==> config.mk <==
export PLATFORM = sky130hd
export DESIGN_NAME = ltc2656_update_scheduler
export DESIGN_NICKNAME = d
export VERILOG_FILES = /design/src/rtl/ltc2656_update_scheduler.sv
export SDC_FILE = /design/constraint.sdc
export NUM_CORES = 1
export LEC_CHECK = 0
export BUFFER_PORTS_ARGS = -buffer_cell sky130_fd_sc_hd__buf_2
export CAP_MARGIN = 20
export CORE_UTILIZATION = 40
export DETAILED_ROUTE_END_ITERATION = 7
export HOLD_SLACK_MARGIN = 0.03
export PLACE_DENSITY = 0.69
export SETUP_SLACK_MARGIN = 0.1
export SLEW_MARGIN = 20
export SYNTH_ARGS = -nofsm -noshare
export SYNTH_HDL_FRONTEND = slang
export SYNTH_SLANG_ARGS = --single-unit
==> constraint.sdc <==
create_clock -name clk -period 5.55 [get_ports clk]
set_input_delay 0.555 -clock clk [delete_from_list [all_inputs] [get_ports clk]]
set_output_delay 0.555 -clock clk [all_outputs]
set_load 0.01 [all_outputs]
==> src/rtl/ltc2656_update_scheduler.sv <==
// ltc2656_update_scheduler
// Keeps the eight LTC2656 DAC channels in step with their requested values.
// Any channel whose request differs from the last written value (or that is
// force-flagged after reset) is picked round-robin. A single 24-bit
// write-and-update command is then handed to the SPI master. The dac_X
// outputs hold the value last confirmed on the part.

module ltc2656_update_scheduler #(
    parameter logic [3:0] CMD_WR_UPD = 4'b0011,
    parameter int         GAP_CYCLES = 4
) (
    input  logic        clk,
    input  logic        reset,
    input  logic [15:0] inp_a,
    input  logic [15:0] inp_b,
    input  logic [15:0] inp_c,
    input  logic [15:0] inp_d,
    input  logic [15:0] inp_e,
    input  logic [15:0] inp_f,
    input  logic [15:0] inp_g,
    input  logic [15:0] inp_h,
    output logic [15:0] dac_a,
    output logic [15:0] dac_b,
    output logic [15:0] dac_c,
    output logic [15:0] dac_d,
    output logic [15:0] dac_e,
    output logic [15:0] dac_f,
    output logic [15:0] dac_g,
    output logic [15:0] dac_h,
    output logic [23:0] tx_data,
    output logic        tx_valid,
    input  logic        tx_ready,
    input  logic        tx_done,
    output logic        busy,
    output logic [7:0]  pending
);

    localparam int CW = (GAP_CYCLES < 1) ? 1 : $clog2(GAP_CYCLES + 1);

    typedef enum logic [1:0] {
        S_IDLE,
        S_SEND,
        S_WAIT_DONE,
        S_GAP
    } state_t;

    state_t         r_state;
    logic [15:0]    r_dac [8];
    logic [7:0]     r_force;
    logic [2:0]     r_last;
    logic [2:0]     r_ch;
    logic [CW-1:0]  r_gap_cnt;
    logic [23:0]    r_tx_data;
    logic           r_tx_valid;

    logic [15:0]    w_inp [8];
    logic [7:0]     w_pending;
    logic           w_found;
    logic [2:0]     w_win;

    assign w_inp[0] = inp_a;
    assign w_inp[1] = inp_b;
    assign w_inp[2] = inp_c;
    assign w_inp[3] = inp_d;
    assign w_inp[4] = inp_e;
    assign w_inp[5] = inp_f;
    assign w_inp[6] = inp_g;
    assign w_inp[7] = inp_h;

    // A channel needs a write while forced or while its request differs from the part.
    always_comb begin
        for (int n = 0; n < 8; n++) begin
            w_pending[n] = r_force[n] | (w_inp[n] != r_dac[n]);
        end
    end

    // Round-robin pick: search last+1, last+2, ... wrapping; the first pending channel wins.
    always_comb begin
        // NOTE: defaults assigned before the loop so every path drives both outputs and no latch is inferred.
        w_found = 1'b0;
        w_win   = r_last;
        for (int k = 1; k <= 8; k++) begin
            if (!w_found && w_pending[3'(r_last + 3'(k))]) begin
                w_found = 1'b1;
                w_win   = 3'(r_last + 3'(k));
            end
        end
    end

    // Scheduler FSM: selects, offers, waits for frame completion, commits, then holds off for the CS/LD gap.
    always_ff @(posedge clk or posedge reset) begin
        if (reset) begin
            r_state    <= S_IDLE;
            r_tx_valid <= 1'b0;
            r_tx_data  <= '0;
            // NOTE: the DAC shadow is a small register bank rather than a RAM, and it must read zero after reset,
            // so it is reset along with the control state.
            r_dac      <= '{default: '0};
            r_force    <= 8'hFF;
            r_last     <= 3'd7;
            r_ch       <= 3'd0;
            r_gap_cnt  <= '0;
        end else begin
            // NOTE: all state updates are non-blocking so every register samples pre-edge values.
            case (r_state)
                S_IDLE: begin
                    if (w_found) begin
                        r_ch       <= w_win;
                        r_tx_data  <= {CMD_WR_UPD, 1'b0, w_win, w_inp[w_win]};
                        r_tx_valid <= 1'b1;
                        r_state    <= S_SEND;
                    end
                end
                S_SEND: begin
                    if (tx_ready) begin
                        r_tx_valid <= 1'b0;
                        r_state    <= S_WAIT_DONE;
                    end
                end
                S_WAIT_DONE: begin
                    if (tx_done) begin
                        // Commit the snapshot that was sent; a newer request stays pending.
                        r_dac[r_ch]   <= r_tx_data[15:0];
                        r_force[r_ch] <= 1'b0;
                        r_last        <= r_ch;
                        r_gap_cnt     <= CW'(GAP_CYCLES);
                        r_state       <= S_GAP;
                    end
                end
                S_GAP: begin
                    if (r_gap_cnt == '0) begin
                        r_state <= S_IDLE;
                    end else begin
                        r_gap_cnt <= r_gap_cnt - 1'b1;
                    end
                end
                default: r_state <= S_IDLE;
            endcase
        end
    end

    assign tx_data  = r_tx_data;
    assign tx_valid = r_tx_valid;
    assign busy     = (r_state != S_IDLE);
    assign pending  = w_pending;

    assign dac_a = r_dac[0];
    assign dac_b = r_dac[1];
    assign dac_c = r_dac[2];
    assign dac_d = r_dac[3];
    assign dac_e = r_dac[4];
    assign dac_f = r_dac[5];
    assign dac_g = r_dac[6];
    assign dac_h = r_dac[7];

endmodule

==> Word-level counts from Yosys, hierarchy flattened <==
Index checks and enable logic that the tools add are counted.
{ "totals": {"reg_bits": 168, "in_bits": 132, "wordCells": 141} }
{ "classes": {"n_addsub": 8, "magnitude_cmp": 13, "n_eq_ne": 16, "n_mux": 51, "bitwise_logic": 12, "reduce_logical": 26} }
{ "op_table": {"columns": ["op", "count"], "rows": [
  ["bitwise mux 128 bit", 1],
  ["inequality test 16 bit", 8],
  ["binary-select mux 16 bit (select 3 bit)", 1],
  ["demux 16 bit (select 3 bit)", 1],
  ["2-to-1 mux 16 bit", 3],
  ["< comparator 3 x 4 -> 1 bit, second input constant", 9],
  ["2-to-1 mux 3 bit", 10],
  ["binary-select mux 1 bit (select 3 bit)", 8],
  ["2-to-1 mux 1 bit", 19],
  ["adder 3 bit, second input constant", 4],
  ["inequality test 2 bit, second input constant", 5],
  ["logical AND 1 bit", 9],
  ["AND 8 bit", 1],
  [">= comparator 4 bit, second input constant", 2],
  ["2-to-1 mux 2 bit", 4],
  ["inverter 3 -> 4 bit", 2],
  ["inverter 8 bit", 1],
  ["bitwise OR 1 bit", 8],
  ["one-hot mux 2 bit (4 select lines)", 1],
  ["logical NOT 1 bit", 7],
  ["adder 3 x 2 -> 3 bit, second input constant", 2],
  ["one-hot mux 3 bit (2 select lines)", 1],
  ["AND reduction 3 bit", 2],
  ["nonzero test 2 bit", 3],
  ["other kinds (12)", 14]
]} }

==> Depth between registers and ports, before layout <==
Gate-level depths: netlist of the first run.
{ "depth": {"ltp_word": 30, "depth_mapped": 17, "depth_no_buf": 12} }

==> Worst setup path before layout of the first run <==
Ideal clock, no wire load.
{ "synth_path": {"path_kind": "input-to-reg", "from": "in inp_e[6]", "to": "reg r_tx_data[1] (netlist: tx_data[1])", "setup_ps": 126, "t_arrival_ps": 4435, "required_time_ps": 5424, "setup_slack_ps": 989, "cell_stages": 16, "path_cell_list": "xor2_1 -> nor4_1 -> nand3_1 -> or4_1 -> buf_2 -> mux2_2 -> mux4_2 -> nor3b_4 -> a311o_1 -> clkbuf_1 -> nand3_1 -> and2_4 -> buf_6 -> buf_6 -> mux4_2 -> a221o_1"} }
{ "synth_between": {"elab_chain_len": 30, "elab_cells_between_ends": 53, "classes_between": "1 x eq/ne; 35 x mux; 2 x bitwise; 15 x reduce/logical"} }
{ "synth_lines": {"columns": ["item", "line", "source"], "rows": [
  ["start, declared", "18", "input logic [15:0] inp_e,"],
  ["inequality test 16 bit (*)", "73", "w_pending[n] = r_force[n] | (w_inp[n] != r_dac[n]);"],
  ["bitwise OR 1 bit (*)", "73", null],
  ["named net pending[4]", "35", "output logic [7:0] pending"],
  ["binary-select mux 1 bit (select 3 bit)", "83", "if (!w_found && w_pending[3'(r_last + 3'(k))]) begin"],
  ["2-to-1 mux 1 bit (implied by the code)", "83", null],
  ["2-to-1 mux 1 bit", "83", null],
  ["logical NOT 1 bit", "83", null],
  ["logical AND 1 bit", "83", null],
  ["(+14 left out)", null, null],
  ["logical AND 1 bit", "83", null],
  ["2-to-1 mux 1 bit", "83", null],
  ["logical NOT 1 bit", "83", null],
  ["logical AND 1 bit", "83", null],
  ["2-to-1 mux 3 bit", "83", null],
  ["inverter 3 -> 4 bit (implied by the code)", "109", "r_tx_data <= {CMD_WR_UPD, 1'b0, w_win, w_inp[w_win]};"],
  ["binary-select mux 16 bit (select 3 bit)", "109", null],
  ["2-to-1 mux 16 bit (implied by the code) (2 in a row)", "109", null],
  ["end signal, assigned", "109", null],
  ["end, declared", "53", "logic [23:0] r_tx_data;"]
]} }
Mark *: on every way through the listed nets, which the timed path passes. The rest lies on a longest branch. The select of a mux whose other input is x is not followed.
A chain may end at the register's enable or synchronous reset.

==> Worst setup path in the final report of the first run <==
{ "layout_path": {"from": "reg r_dac, in the netlist dac_g[13]", "to": "reg r_tx_data[15] (netlist: tx_data[15])"} }
{ "layout_between": {"elab_chain_len": 30, "elab_cells_between_ends": 53, "classes_between": "1 x eq/ne; 35 x mux; 2 x bitwise; 15 x reduce/logical"} }
{ "layout_lines": {"columns": ["item", "line", "source"], "rows": [
  ["start, declared", "48", "logic [15:0] r_dac [8];"],
  ["start signal, assigned by index", "123", "r_dac[r_ch] <= r_tx_data[15:0];"],
  ["inequality test 16 bit (*)", "73", null],
  ["bitwise OR 1 bit (*)", "73", null],
  ["binary-select mux 1 bit (select 3 bit)", "83", null],
  ["2-to-1 mux 1 bit (implied by the code)", "83", null],
  ["2-to-1 mux 1 bit", "83", null],
  ["logical NOT 1 bit", "83", null],
  ["logical AND 1 bit", "83", null],
  ["2-to-1 mux 1 bit", "83", null],
  ["(+13 left out)", null, null],
  ["logical AND 1 bit", "83", null],
  ["2-to-1 mux 1 bit", "83", null],
  ["logical NOT 1 bit", "83", null],
  ["logical AND 1 bit", "83", null],
  ["2-to-1 mux 3 bit", "83", null],
  ["inverter 3 -> 4 bit (implied by the code)", "109", null],
  ["binary-select mux 16 bit (select 3 bit)", "109", null],
  ["2-to-1 mux 16 bit (implied by the code) (2 in a row)", "109", null]
]} }
Every way passes the cells marked *; elsewhere a longest branch is shown, timed or not. The select of a mux whose other input is x is not followed.

==> flow_summary.ini, run 1 <==
[outcome]
status = finished clean

[logic_synthesis]
syn_area_mm2 = 0.0101
synth_seq_cells = 165
yosysWarnings = 0
synth.distinct_cells = 59
syn_inst = 913
synth_edf_count = 0
syn_area_per_cell_um2 = 11.1
synth_seq_area_share_pct = 41.0
ys.flop_type = dfrtp_1
ys_async_sr_fraction_pct = 100

[clock_tree]
cts_resized = 0
path_clk_slew_ns = 0.08
clk_path_buf_depth = 2
root_buffer = clkbuf_16
holdBufCountCts = 0
postCtsSetupBuffers = 0
cts_buffers = 17
htreeDepth = 4
insertion_delay_ns = 0.45
cts_tree = built
clock_sinks = 165

[job]
maxCapViolations = 0

[routing]
drt_iter0_drc = 789
ant_nets = 0
avgViaCountPerCell = 5.89
vias = 9182
drt_pre_antenna_iters = 6
wire_per_inst_um = 25.9
drt-total-wl_um = 40300
drcViolationCount = 0

[sta]
relSlewSlack_pct = 34.1
timing.setup.tns_ns = 0
worstMarginPinSlew_ns = 0.986
worst_slack_ns = 0.658
finClkSkew_ns = 0.0204
rsz0062_at_grt = false
post-route-period-util_pct = 88.1
min_period_ns = 4.89
setup_viol = 0
finalHoldViolations = 0
fmax_ghz = 0.204
finalMaxSlewViolations = 0

[floorplanning]
die_x_um = 161
dieHeight_um = 161
initial_core_util_pct = 41.2
core_mm2 = 0.0245
rows = 57
ios = 294
die-area_mm2 = 0.0259

[grt]
antenna_found_initial = 12
grt_pass1_wl_um = 58100
grt_max_degree = 66
gr-usage-all-layers_pct = 30.8
grt_overflow_total = 0
grt_pass1_vias = 8966

[power_and_ir_drop]
cellPowerDensity_mw_per_mm2 = 601
combPwrFrac_pct = 52.2
switching_share_pct = 46.4
power.leakage_nw = 6.06
power.share.clock_pct = 16.2
p_sw_mw = 3.55
p_int_mw = 4.11
seqPwrFrac_pct = 31.6
ir_worst_vdd_mv = 0.239
total_power_mw = 7.66

[place]
post-place-ws_ns = 0.468
dp_hpwl_um = 30500
gp_congestion = 0.928
io_buffers = 290

[worst_setup_path]
start_kind = register
crit_fanout = 17
reg2regPathDepth = 12
critPathKind = register to register
worst_ep_required_time_ns = 5.87
end_kind = register
critPathArrivalTime_ns = 5.21

[finish]
multi_input_area_mm2 = 0.00570
drive_gt1_share_pct = 46.2
ff_latch_area_mm2 = 0.00414
n_fill_cell = 2281
mostFrequentLayoutCells = buf_2, dfrtp_1, mux2_2
nets = 1350
syn_to_final_growth_pct = 26.0
final_common_cell = buf_2

[worst_hold_path]
worstHoldPathType = input pin to asynchronous set/reset pin
cells by family (layout without fill, tap and decap cells):
kind of cell | Yosys count | after routing | synth area share (%)
fa+ha+maj | 8 | 8 | 0.991
compound gates | 139 | 139 | 11.2
mux | 175 | 175 | 21.9
flops | 165 | 165 | 41.0
simple gates | 225 | 225 | 10.7
other cells | 1 | 15 | 0.0371
buf+inv | 70 | 378 | 2.98
xor+xnor | 130 | 130 | 11.3
area by class of cell:
cell class | count | share of cell area (%)
well taps | 324 | 3.18
repair buffers | 331 | 13.9
flip-flops and latches | 165 | 32.5
multi-input cells | 680 | 44.8
diodes | 12 | 0.236
clock inverters | 15 | 1.54
inverters | 15 | 0.481
clock buffers | 17 | 3.34
metrics by stage:
stage               hold slack, ns  area [um2]  utilization [%]  cells
finish                       0.169       12700             51.9   1559
global route                 0.204       12700             51.9   1557
CTS                          0.190       12700             51.8   1547
detailed placement           0.475       12100             49.2   1515
global placement             0.465       12100             49.2   1515
floorplan                    0.462       10100                -    915
layer usage:
metal  GRT usage [%]  part of all wire (%)
met5               0                 0.027
met4            15.5                   4.4
met3            5.86                   7.6
met2            49.8                    48
met1            39.4                    40
registers in the layout, summed over array words and instances, names as in the netlist:
name and count:
r_gap_cnt 3, dac_c 16, dac_e 16, tx_valid 1
r_state 2, dac_d 16, dac_a 16, r_force 8
dac_g 16, tx_data 18, dac_b 16, r_last 3
r_ch 2, dac_f 16, dac_h 16
critical path, stage by stage, from the launching register on:
cell,delay [ns]
dfrtp_1,0.43
xor2_1,0.18
nor4_1,0.52
nand3_1,0.15
or4_1,0.64
mux2_2,0.37
mux4_2,0.52
nor3b_4,0.19
a311o_1,0.36
nand3_1,0.11
and2_4,0.39
mux4_2,0.56
a221o_1,0.34
cell usage after synthesis, drive strengths merged, types with 2 or more instances:
cell type / count / area share (%)
inv: 14 / 0.52
o21ai: 15 / 0.85
o21a: 4 / 0.30
clkbuf: 38 / 1.4
o32a: 2 / 0.20
o22ai: 9 / 0.56
nand4: 16 / 0.99
mux2i: 16 / 1.6
mux4: 23 / 5.1
nor3: 33 / 1.6
a21oi: 8 / 0.40
a22o: 2 / 0.17
nand2b: 6 / 0.37
o21bai: 2 / 0.15
a311oi: 17 / 1.6
nand3: 32 / 1.6
ha: 8 / 0.99
a211oi: 18 / 1.3
nor2: 18 / 0.67
xor2: 53 / 4.6
a22oi: 17 / 1.3
dfrtp: 154 / 38
xnor2: 77 / 6.7
o31ai: 2 / 0.15
and2: 3 / 0.21
buf: 17 / 1.0
or2: 3 / 0.19
mux2: 136 / 15
dfstp: 11 / 2.9
nand2: 89 / 3.3
and3: 2 / 0.12
a21bo: 16 / 1.6
or4: 5 / 0.37
nor4: 8 / 0.50
nor2b: 8 / 0.50
a221o: 16 / 1.6
power groups by stage:
stage / Combinational, mW / Sequential [mW] / Clock (mW)
2_1_floorplan: 2.24 / 2.41 / 0
3_3_place_gp: 3.91 / 2.41 / 0
3_5_place_dp: 3.94 / 2.43 / 0
4_1_cts: 3.96 / 2.41 / 1.25
5_1_grt: 4.22 / 2.48 / 1.30
6_report: 4.00 / 2.42 / 1.24
worst paths after layout:
kind / end / from / slack (ns)
setup / recovery: tx_data[15] / dac_g[13] / 0.66
hold / removal: dac_b[4] / reset / 0.17
setup reg to reg: tx_data[15] / dac_g[13] / 0.66
hold reg to reg: r_force[7] / r_force[7] / 0.49
max in group asynchronous: dac_h[13] / reset / 4.06
min in group clk: tx_valid / tx_ready / 0.39
(Power assumes the default switching activity.)
==> run 2: changes to the inputs <==
--- a/config.mk
+++ b/config.mk
@@ -9,7 +9,7 @@
 export CAP_MARGIN = 20
 export CORE_UTILIZATION = 40
 export DETAILED_ROUTE_END_ITERATION = 7
-export HOLD_SLACK_MARGIN = 0.03
+export HOLD_SLACK_MARGIN = 0.12
 export PLACE_DENSITY = 0.69
 export SETUP_SLACK_MARGIN = 0.1
 export SLEW_MARGIN = 20
==> constraint.sdc (replaced) <==
create_clock -name clk -period 5.55 [get_ports clk]
set_input_delay 0.2775 -clock clk [delete_from_list [all_inputs] [get_ports clk]]
set_output_delay 0.2775 -clock clk [all_outputs]
set_load 0.01 [all_outputs]
==> run 2 against run 1 <==
  * Core utilization fell by 0.74 points
  * Total power fell by 2.5%
  * Clock skew fell by 0.0067 ns
  * Count of clock-buffer cells in the layout rose by 1
  * Global-route usage fell by 1.4 points
  * Combinational power fell by 6.3%
  * Critical path type unchanged
==> flow_summary.ini, run 2 (same netlist as run 1, synthesis figures left out) <==
[finish]
ff_latch_area_mm2 = 0.00414
final_common_cell = buf_2
multi_input_area_mm2 = 0.00569
mostFrequentLayoutCells = buf_2, dfrtp_1, mux2_2
drive_gt1_share_pct = 45.1
nets = 1331
n_fill_cell = 2269
syn_to_final_growth_pct = 24.2
utilization_pct = 51.2
largest_reg_flops = 18

[clock_tree]
path_clk_slew_ns = 0.08
cts_resized = 0
cts_tree = built
clock_sinks = 165
clk_path_buf_depth = 2
postCtsSetupBuffers = 0
root_buffer = clkbuf_16
htreeDepth = 4
cts_buffers = 17
insertion_delay_ns = 0.44

[worst_setup_path]
crit_fanout = 17
crit_chain = xor2_1 -> nor4_1 -> nand3_1 -> or4_1 -> mux2_2 -> mux4_2 -> nor3_1 -> and3_1 -> o21ai_1 -> a211o_1 -> buf_4 -> a311oi_1 -> a221o_1
cpPeakStageDelay_ns = 0.60
cp_num_buf_inv = 1
cpMaxStageDelayCell = or4_1
critPathArrivalTime_ns = 5.25
path_delay_family = simple AND/OR/NAND/NOR gates
end_kind = register
start_kind = register
worst_ep_required_time_ns = 5.93
critPathKind = register to register

[routing]
drt_iter0_drc = 994
wire_per_inst_um = 24.9
vias = 9021
drt_pre_antenna_iters = 5
avgViaCountPerCell = 5.90
ant_nets = 0
drcViolationCount = 0
drt-total-wl_um = 38100

[power_and_ir_drop]
p_int_mw = 4.05
power.share.clock_pct = 16.6
switching_share_pct = 45.8
combPwrFrac_pct = 50.2
p_sw_mw = 3.42
ir_worst_vdd_mv = 0.374
seqPwrFrac_pct = 33.2
power.leakage_nw = 5.95
cellPowerDensity_mw_per_mm2 = 595

[grt]
gr-usage-all-layers_pct = 29.4
antenna_found_initial = 1
grt_pass1_vias = 8750
grt_max_degree = 75
grt_pass1_wl_um = 56400
grt_overflow_total = 0

[floorplanning]
ios = 294
die_x_um = 161
die-area_mm2 = 0.0259
core_mm2 = 0.0245
initial_core_util_pct = 41.2
dieHeight_um = 161
rows = 57

[outcome]
status = finished clean

[sta]
worstMarginPinSlew_ns = 1.01
fmax_ghz = 0.205
post-route-period-util_pct = 87.8
rsz0062_at_grt = false
finClkSkew_ns = 0.0137
min_period_ns = 4.87
worst_slack_ns = 0.679
finalMaxSlewViolations = 0
holdWs_ns = 0.260
relSlewSlack_pct = 32.3
timing.setup.tns_ns = 0
finalHoldViolations = 0
setup_viol = 0

[worst_hold_path]
worstHoldPathType = input pin to register

[place]
dp_hpwl_um = 28700
post-place-ws_ns = 0.813
gp_congestion = 0.957
io_buffers = 290

[job]
maxCapViolations = 0
==> run 2: cell count changes in the layout (fill, tap and decap cells not counted) <==
cell / change
diode_2: -11
clkinv_8: -2
dlygate4sd3_1: +2
buf_4: -21
nor3_2: +1
clkinv_2: +1
inv_8: +2
clkinvlp_4: -1
clkbuf_1: +1
inv_12: -2
bufinv_16: +1
nor3_4: -1
==> run 2: worst paths after layout <==
| kind | from | end | slack [ns] | cells after the start |
|---|---|---|---|---|
| min | tx_done | r_last[1] | 0.26 | 3 |
| min in group asynchronous | reset | dac_b[4] | 0.36 | 3 |
| min reg2reg | r_force[4] | r_force[4] | 0.49 | 1 |
| max in group asynchronous | reset | dac_g[13] | 3.84 | 4 |
| max reg2reg | dac_e[12] | tx_data[0] | 0.68 | 13 |
| max | dac_e[12] | tx_data[0] | 0.68 | 13 |
==> run 2: tightest hold or removal path: cells and delay by family <==
kind	cells	cell delay (ns)
buffers and inverters	1	0.13
AND/OR/NAND/NOR	2	0.28
==> run 2: area by class of cell <==
cell class	count	area share (%)
well taps	324	3.23
repair buffers	312	13.0
flip-flops and latches	165	33.0
inverters	15	0.488
diodes	1	0.0199
clock inverters	14	1.45
clock buffers	18	3.42
multi-input cells	680	45.4
==> run 2: timing repair <==
item	in CTS	in global routing
endpoints found under the setup margin	0	0
endpoints found under the hold margin	36	0
hold buffers	2	0
==> run 2: metal layers <==
| metal | track usage [%] | share of wire [%] |
|---|---|---|
| met3 | 5.79 | 8.4 |
| met5 | 0 | 0 |
| met2 | 45.6 | 46 |
| met1 | 40.1 | 42 |
| met4 | 12.3 | 3.9 |
==> run 2: per-stage QoR <==
step,cell area [um2],instances,power [mW]
global placement,11900,1494,6.14
floorplan,10100,915,4.65
finish,12600,1529,7.47
detailed placement,11900,1494,6.18
global route,12600,1529,7.84
CTS,12500,1528,7.43
==> run 2: power by group through the flow <==
stage	registers (mW)	clock network (mW)	logic, mW
floorplan	2.41	0	2.24
global placement	2.47	0	3.67
detailed placement	2.48	0	3.70
CTS	2.46	1.25	3.72
global route	2.53	1.30	4.00
finish	2.48	1.24	3.75
